## src/rtl/fetch_queue.sv

```systemverilog
// Instruction prefetch queue: fetches sequential words from instruction memory
// into a DEPTH-entry circular buffer and feeds the head entry to IF/ID.
// Optional macro FETCH_BYPASS_EN forwards a response straight to the outputs
// when the queue is empty.
module fetch_queue #(
    parameter int unsigned DEPTH    = 4,
    parameter logic [31:0] RESET_PC = 32'h0
) (
    input  logic        clk,
    input  logic        rst,
    output logic [31:0] imem_addr,
    output logic        imem_req,
    input  logic [31:0] imem_rdata,
    input  logic        imem_ready,
    input  logic        redirect,
    input  logic [31:0] redirect_pc,
    input  logic        ifid_write,
    output logic [31:0] ins_out,
    output logic [31:0] pc_plus4_out,
    output logic        ins_valid
);

    localparam int unsigned   AW   = $clog2(DEPTH);
    localparam int unsigned   CW   = AW + 1;
    localparam logic [CW-1:0] LAST = CW'(DEPTH - 1);

    typedef enum logic [1:0] {
        FETCH,
        FULL,
        DRAIN
    } state_t;

    state_t        state, state_next;
    logic [31:0]   instr_mem [DEPTH];
    logic [31:0]   pc4_mem   [DEPTH];
    logic [AW-1:0] wr_ptr, rd_ptr;
    logic [CW-1:0] count;
    logic [31:0]   fetch_pc, fetch_pc_next, fetch_pc_inc;
    logic [31:0]   target, target_next;
    logic          push, pop, flush, head_valid, bypass;

    always_comb begin
        fetch_pc_inc = fetch_pc + 32'd4;
        head_valid   = (count != '0);
`ifdef FETCH_BYPASS_EN
        bypass       = rst && (state == FETCH) && !head_valid && imem_ready && !redirect;
`else
        bypass       = 1'b0;
`endif
        imem_addr    = fetch_pc;
        imem_req     = rst && (state != FULL);
        ins_valid    = head_valid || bypass;
        ins_out      = '0;
        pc_plus4_out = '0;
        if (head_valid) begin
            ins_out      = instr_mem[rd_ptr];
            pc_plus4_out = pc4_mem[rd_ptr];
        end else if (bypass) begin
            ins_out      = imem_rdata;
            pc_plus4_out = fetch_pc_inc;
        end
    end

    // DRAIN keeps the stalled address on imem_addr and parks the redirect
    // target separately until the abandoned response arrives.
    always_comb begin
        state_next    = state;
        fetch_pc_next = fetch_pc;
        target_next   = target;
        push          = 1'b0;
        flush         = redirect;
        pop           = head_valid && ifid_write && !redirect;
        case (state)
            FETCH: begin
                if (redirect) begin
                    if (imem_ready) begin
                        fetch_pc_next = redirect_pc;
                    end else begin
                        target_next = redirect_pc;
                        state_next  = DRAIN;
                    end
                end else if (imem_ready) begin
                    fetch_pc_next = fetch_pc_inc;
                    push          = !(bypass && ifid_write);
                    if (push && !pop && count == LAST) begin
                        state_next = FULL;
                    end
                end
            end
            FULL: begin
                if (redirect) begin
                    fetch_pc_next = redirect_pc;
                    state_next    = FETCH;
                end else if (pop) begin
                    state_next = FETCH;
                end
            end
            DRAIN: begin
                if (imem_ready) begin
                    fetch_pc_next = redirect ? redirect_pc : target;
                    state_next    = FETCH;
                end else if (redirect) begin
                    target_next = redirect_pc;
                end
            end
            default: state_next = FETCH;
        endcase
    end

    always_ff @(posedge clk or negedge rst) begin
        if (!rst) begin
            state <= FETCH;
        end else begin
            state <= state_next;
        end
    end

    always_ff @(posedge clk or negedge rst) begin
        if (!rst) begin
            fetch_pc <= RESET_PC;
            target   <= RESET_PC;
            wr_ptr   <= '0;
            rd_ptr   <= '0;
            count    <= '0;
            for (int unsigned i = 0; i < DEPTH; i++) begin
                instr_mem[i] <= '0;
                pc4_mem[i]   <= '0;
            end
        end else begin
            fetch_pc <= fetch_pc_next;
            target   <= target_next;
            if (flush) begin
                wr_ptr <= '0;
                rd_ptr <= '0;
                count  <= '0;
            end else begin
                if (push) begin
                    instr_mem[wr_ptr] <= imem_rdata;
                    pc4_mem[wr_ptr]   <= fetch_pc_inc;
                    wr_ptr            <= wr_ptr + 1'b1;
                end
                if (pop) begin
                    rd_ptr <= rd_ptr + 1'b1;
                end
                if (push && !pop) begin
                    count <= count + 1'b1;
                end else if (pop && !push) begin
                    count <= count - 1'b1;
                end
            end
        end
    end

endmodule
```

## config.mk

```make
export PLATFORM = sky130hd
export DESIGN_NAME = fetch_queue
export DESIGN_NICKNAME = d
export VERILOG_FILES = /design/src/rtl/fetch_queue.sv
export SDC_FILE = /design/constraint.sdc
export NUM_CORES = 1
export LEC_CHECK = 0
export ABC_AREA = 1
export CORE_MARGIN = 2
export CORE_UTILIZATION = 35
export CTS_CLUSTER_DIAMETER = 50
export DETAILED_ROUTE_END_ITERATION = 8
export GPL_ROUTABILITY_DRIVEN = 0
export PLACE_DENSITY_LB_ADDON = 0.3
export SYNTH_ARGS = -nofsm -noshare
export SYNTH_HDL_FRONTEND = slang
export SYNTH_SLANG_ARGS = --single-unit
```

## constraint.sdc

```tcl
create_clock -name clk -period 5.7 [get_ports clk]
set_input_delay 1.14 -clock clk [delete_from_list [all_inputs] [get_ports clk]]
set_output_delay 1.14 -clock clk [all_outputs]
set_load 0.01 [all_outputs]
```

==> flow_metrics.env, run 1 <==
export IMPL_initial_core_util_pct=35.6
export IMPL_outcome="finished, final reports clean"
export IMPL_fin_area_um2=20200
export IMPL_syn_avg_cell_area_um2=7.45
export IMPL_swShare_pct=40.0
export IMPL_grt_max_degree=90
export IMPL_hold_viol_final=0
export IMPL_grt_antenna_before_repair=3
export IMPL_setup_violations=0
export IMPL_rr_worst_depth=10
export IMPL_ctsHtreeMaxLevel=2
export IMPL_ctsResizeCount=0
export IMPL_switchingPower_mw=4.54
export IMPL_coreArea_um2=46800
export IMPL_p_comb_share_pct=40.5
export IMPL_placementRows=79
export IMPL_firstDrtPassIters=5
export IMPL_report_final_slew_viol_count=0
export IMPL_ff2ff_setup_slack_ns=2.91
export IMPL_nets=2403
export IMPL_slowest_stage="dfrtp_4"
export IMPL_avgRoutedWirePerCell_um=17.0
export IMPL_critPathArrivalTime_ns=3.78
export IMPL_drive_above_1_share_pct=5.47
export IMPL_yosysTopAreaCellShare_pct=49.4
export IMPL_grt_pass1_vias=14900
export IMPL_clock_path_buffers=3
export IMPL_cts_tree="done"
export IMPL_drc=0
export IMPL_areaGrowthSynthToFinish_pct=21.0
export IMPL_synth_most_common_cell="nand2_1"
export IMPL_fin_crit_sh_pct=86.2
export IMPL_via_count=15300
export IMPL_fmax_mhz=203
export IMPL_crit_path_max_fanout=65
export IMPL_required_ns=4.56
export IMPL_dieHeight_um=222
export IMPL_fin_setup_tns_ns=0
export IMPL_drv_cap=0
export IMPL_wirelength_um=50500
export IMPL_relSlewSlack_pct=23.4
export IMPL_synth_edff_count=0
export IMPL_clock_sinks=329
export IMPL_io_pins=167
export IMPL_ys_types=36
export IMPL_fin_cells=2965
export IMPL_async_reset_ff_share_pct=100
export IMPL_die_w_um=222
export IMPL_start_kind="flip-flop"
export IMPL_regToRegEndpoint="imem_addr[2]"
export IMPL_sequentialPowerShare_pct=34.1
export IMPL_grt_pass1_wl_um=81000
export IMPL_crit_top_cell="a21oi_1"
export IMPL_peakVddDrop_mv=0.256
export IMPL_synth_top_area_cell="dfrtp_1"
export IMPL_cp_startpoint="rd_ptr[0]"
export IMPL_p_clk_share_pct=25.5
export IMPL_worstReg2RegStart="state[1]"
export IMPL_finClkSkew_ns=0.0211
export IMPL_hold_class="flip-flop to flip-flop"
export IMPL_cp_end_kind="output pin"
export IMPL_p_per_area_nw_per_um2=563
export IMPL_slowest_delay_ns=0.89
export IMPL_period_needed_ns=4.92
export IMPL_postCtsSetupBuffers=0
export IMPL_grtUsageTotal_pct=20.5
export IMPL_clock_latency_ns=0.57
export IMPL_cp_endpoint="pc_plus4_out[20]"
export IMPL_crit_type="flip-flop to output pin"
export IMPL_cts_root_buf="clkbuf_16"
export IMPL_placed_cell_area_um2=18600
export IMPL_grt_setup_unrepaired="false"
export IMPL_ys_ff_latch=329
export IMPL_cp_cell_sequence="clkinv_2 > a21oi_1 > o21ai_0 > a21oi_1 > clkdlybuf4s50_1"
export IMPL_overflow=0
export IMPL_drt_iter0_markers=1428
export IMPL_netlist_top_cells_count="nand2_1 (645), o21ai_0 (420), dfrtp_1 (329), nor2_1 (262), a21oi_1 (175)"
export IMPL_synthCells=2235
export IMPL_hpwlAfterDp_um=31200
export IMPL_syn_nets=2314
export IMPL_tightest_slew_ns=1.15
export IMPL_yosysSeqAreaShare_pct=49.4
export IMPL_cts_made_buffers=44
export IMPL_syn_area_um2=16700
export IMPL_p_int_mw=6.80
export IMPL_dp_cells=2885
export IMPL_clkTransAtPathRegs_ns=0.06
export IMPL_nFillCells=4704
export IMPL_synth_top_cells_by_area="dfrtp_1 (49%), nand2_1 (15%), o21ai_0 (13%), nor2_1 (5.9%), a21oi_1 (5.3%)"
export IMPL_portBuffers=166
export IMPL_vias_per_cell=5.16
export IMPL_ys_warn_count=0
export IMPL_dieArea_um2=49400
export IMPL_synthFlopType="dfrtp_1"
export IMPL_ant_nets=0
export IMPL_p_leak_nw=9.23
export IMPL_hold_buffers=0
[routing by layer]
layer | global-route usage, % | vias up | wire (µm)
met4 | 6.36 | 2 | 1320
met3 | 4.37 | 93 | 3490
li1 | - | 7394 | -
met2 | 32.6 | 509 | 23000
met1 | 27.9 | 7309 | 22700
met5 | 0 | - | 11
[worst min-delay path by stage]
stage | to | cells past startpoint | start | slack, ns
2_1_floorplan | pc4_mem[120] | 2 | pc4_mem[120] | 0.44
3_3_place_gp | pc4_mem[100] | 2 | pc4_mem[100] | 0.46
3_5_place_dp | pc4_mem[123] | 2 | pc4_mem[123] | 0.46
4_1_cts | pc4_mem[123] | 2 | pc4_mem[123] | 0.48
5_1_grt | pc4_mem[29] | 2 | pc4_mem[29] | 0.50
6_report | instr_mem[85] | 2 | instr_mem[85] | 0.47
[power groups by stage]
stage | clock network (mW) | registers (mW) | logic, mW
after floorplan | 0 | 3.68 | 2.85
after global placement | 0 | 3.86 | 4.53
after detailed placement | 0 | 3.88 | 4.60
after CTS | 2.96 | 3.85 | 4.63
after global routing | 3.05 | 3.97 | 5.17
final | 2.89 | 3.86 | 4.59
[stage by stage]
stage | utilization [%] | power, mW | hold WS, ns | setup slack, ns
after floorplan | - | 6.53 | 0.444 | 3.24
after global placement | 39.8 | 8.39 | 0.457 | 1.39
after detailed placement | 39.8 | 8.47 | 0.460 | 1.33
after CTS | 43.1 | 11.4 | 0.476 | 0.696
after global routing | 43.1 | 12.2 | 0.498 | 0.521
final | 43.1 | 11.3 | 0.475 | 0.784
[cell type report]
type                       count  area [µm²]  area share [%]
clock buffer                  59        1270            6.29
timing repair buffer         185        1820            9.01
inverter                     138         523            2.59
multi-input combinational   1626        7280            36.1
antenna                        1        2.50          0.0124
clock inverter                20         268            1.33
sequential                   329        8240            40.9
tap                          607         759            3.77
[critical path, delay by kind of cell, from the launching register on]
kind | cells | cell delay (ns)
AOI/OAI and AO/OA | 3 | 0.80
buffers and inverters | 2 | 1.51
DFF | 1 | 0.89
[placed cells by master (no fill, tap or decap), types with 9 or more instances in the layout]
cell,instances
inv_1,128
o21a_1,9
clkdlybuf4s50_1,164
nand2_1,643
o21ai_1,23
a21oi_1,175
ha_1,9
clkbuf_8,9
o21ai_0,420
nor2_1,262
clkbuf_16,45
nand3_1,30
buf_4,18
dfrtp_1,327
[sequential cells by signal, summed over array words and instances, names as in the netlist]
register and cells:
count 3, imem_addr 32, instr_mem 128, pc4_mem 128, rd_ptr 2, state 2, target 32, wr_ptr 2
[cell families after synthesis]
group / Yosys count / synth area share, %
xor gates and xnor gates: 9 / 0.473
and+or+nand+nor: 966 / 22.7
AOI/OAI and AO/OA: 641 / 19.6
adders and majority gates: 10 / 0.796
DFF: 329 / 49.4
buffers and inverters: 280 / 7.02
Note: power is estimated with default switching activity, not from simulation.
==> inputs of run 2 (changes only) <==
- SLEW_MARGIN: unset -> 25
==> run 2 against run 1 <==
Sequential share of layout area about the same. Die area unchanged. Register-to-register slack about the same. Count of clock-buffer cells in the layout unchanged. Highest routed layer unchanged. Critical path depth unchanged. Combinational power about the same. Critical path type unchanged. Non-clock buffer count unchanged. Routed wire length down 0.15%.
==> flow_metrics.env, run 2 (synthesis results as in run 1) <==
export IMPL_outcome="finished, final reports clean"
export IMPL_setup_violations=0
export IMPL_io_pins=167
export IMPL_period_needed_ns=4.87
export IMPL_final_common_cell="nand2_1"
export IMPL_cts_root_buf="clkbuf_16"
export IMPL_worstReg2RegStart="state[1]"
export IMPL_setup_slack_ns=0.830
export IMPL_rr_worst_depth=10
export IMPL_grt_antenna_before_repair=3
export IMPL_required_ns=4.56
export IMPL_via_count=15200
export IMPL_ant_nets=0
export IMPL_p_per_area_nw_per_um2=562
export IMPL_grt_setup_unrepaired="false"
export IMPL_dieHeight_um=222
export IMPL_overflow=0
export IMPL_hold_class="flip-flop to flip-flop"
export IMPL_grt_pass1_wl_um=81000
export IMPL_report_final_slew_viol_count=0
export IMPL_cts_made_buffers=44
export IMPL_vias_per_cell=5.13
export IMPL_grtUsageTotal_pct=20.5
export IMPL_clock_sinks=329
export IMPL_placed_cell_area_um2=18600
export IMPL_fin_setup_tns_ns=0
export IMPL_whs_ns=0.476
export IMPL_portBuffers=166
export IMPL_fin_crit_sh_pct=85.4
export IMPL_cts_tree="done"
export IMPL_die_w_um=222
export IMPL_relSlewSlack_pct=34.3
export IMPL_crit_path_max_fanout=65
export IMPL_drive_above_1_share_pct=5.47
export IMPL_grt_pass1_vias=14900
export IMPL_clock_path_buffers=3
export IMPL_drt_iter0_markers=1333
export IMPL_cp_startpoint="rd_ptr[0]"
export IMPL_nFillCells=4705
export IMPL_regToRegEndpoint="imem_addr[2]"
export IMPL_dieArea_um2=49400
export IMPL_critPathArrivalTime_ns=3.73
export IMPL_clock_latency_ns=0.57
export IMPL_cp_endpoint="pc_plus4_out[19]"
export IMPL_grt_max_degree=90
export IMPL_most_common_layout_cells="nand2_1 (643), o21ai_0 (420), dfrtp_1 (327), nor2_1 (262), a21oi_1 (175)"
export IMPL_hpwlAfterDp_um=31200
export IMPL_drv_cap=0
export IMPL_ff2ff_setup_slack_ns=2.90
export IMPL_dp_worst_setup_slack_ns=1.36
export IMPL_holdPathStages=2
export IMPL_reg_top3="instr_mem x128, pc4_mem x128"
export IMPL_nets=2403
export IMPL_coreArea_um2=46800
export IMPL_firstDrtPassIters=5
export IMPL_postCtsSetupBuffers=0
export IMPL_ctsResizeCount=0
export IMPL_placementRows=79
export IMPL_avgRoutedWirePerCell_um=17.0
export IMPL_hold_viol_final=0
export IMPL_p_leak_nw=9.24
export IMPL_fmax_mhz=205
export IMPL_drc=0
export IMPL_ctsHtreeMaxLevel=2
export IMPL_initial_core_util_pct=35.6
export IMPL_hold_buffers=0
export IMPL_peakVddDrop_mv=0.245
export IMPL_fin_area_um2=20200
export IMPL_crit_type="flip-flop to output pin"
export IMPL_clkTransAtPathRegs_ns=0.06
export IMPL_start_kind="flip-flop"
export IMPL_cp_end_kind="output pin"
export IMPL_tightest_slew_ns=0.986
export IMPL_wirelength_um=50400
export IMPL_areaGrowthSynthToFinish_pct=21.1
export IMPL_finClkSkew_ns=0.0188
[run 2: layout make-up]
class / count / area [µm²] / area share, %
sequential: 329 / 8240 / 40.9
multi-input combinational: 1626 / 7280 / 36.1
timing repair buffer: 185 / 1820 / 9.05
clock buffer: 59 / 1270 / 6.29
tap: 607 / 759 / 3.77
inverter: 138 / 526 / 2.61
clock inverter: 20 / 268 / 1.33
antenna: 1 / 2.50 / 0.0124
[run 2: worst min path at each step]
stage / from / to / slack [ns]
floorplan: pc4_mem[120] / pc4_mem[120] / 0.44
global placement: pc4_mem[100] / pc4_mem[100] / 0.46
detailed placement: pc4_mem[123] / pc4_mem[123] / 0.46
CTS: pc4_mem[123] / pc4_mem[123] / 0.48
global route: pc4_mem[29] / pc4_mem[29] / 0.50
finish: instr_mem[85] / instr_mem[85] / 0.48
[run 2: per-stage QoR]
stage	instances	power [mW]	util, %
floorplan	2235	6.53	-
global placement	2885	8.39	39.8
detailed placement	2885	8.48	39.8
CTS	2964	11.4	43.1
global route	2964	12.2	43.1
finish	2965	11.3	43.1
[run 2: metal layers]
layer	up-vias	part of all wire (%)	GRT usage [%]
li1	7384	-	-
met1	7258	45	27.9
met2	459	45	32.6
met3	99	6.7	4.37
met4	2	2.7	6.36
met5	-	0.022	0
[run 2: power breakdown]
part / total [mW] / leakage (nW) / internal [mW] / switching, mW
registers: 3.86 / 4.24 / 3.22 / 0.643
clock network: 2.89 / 0.756 / 1.80 / 1.09
logic: 4.59 / 4.24 / 1.78 / 2.81
total: 11.3 / 9.24 / 6.80 / 4.54
[run 2: worst max-delay path: stages, from the launching register on]
cell             delay (ns)
dfrtp_4                0.88
clkinv_2               0.88
a21oi_1                0.32
o21ai_0                0.11
a21oi_1                0.35
clkdlybuf4s50_1        0.62
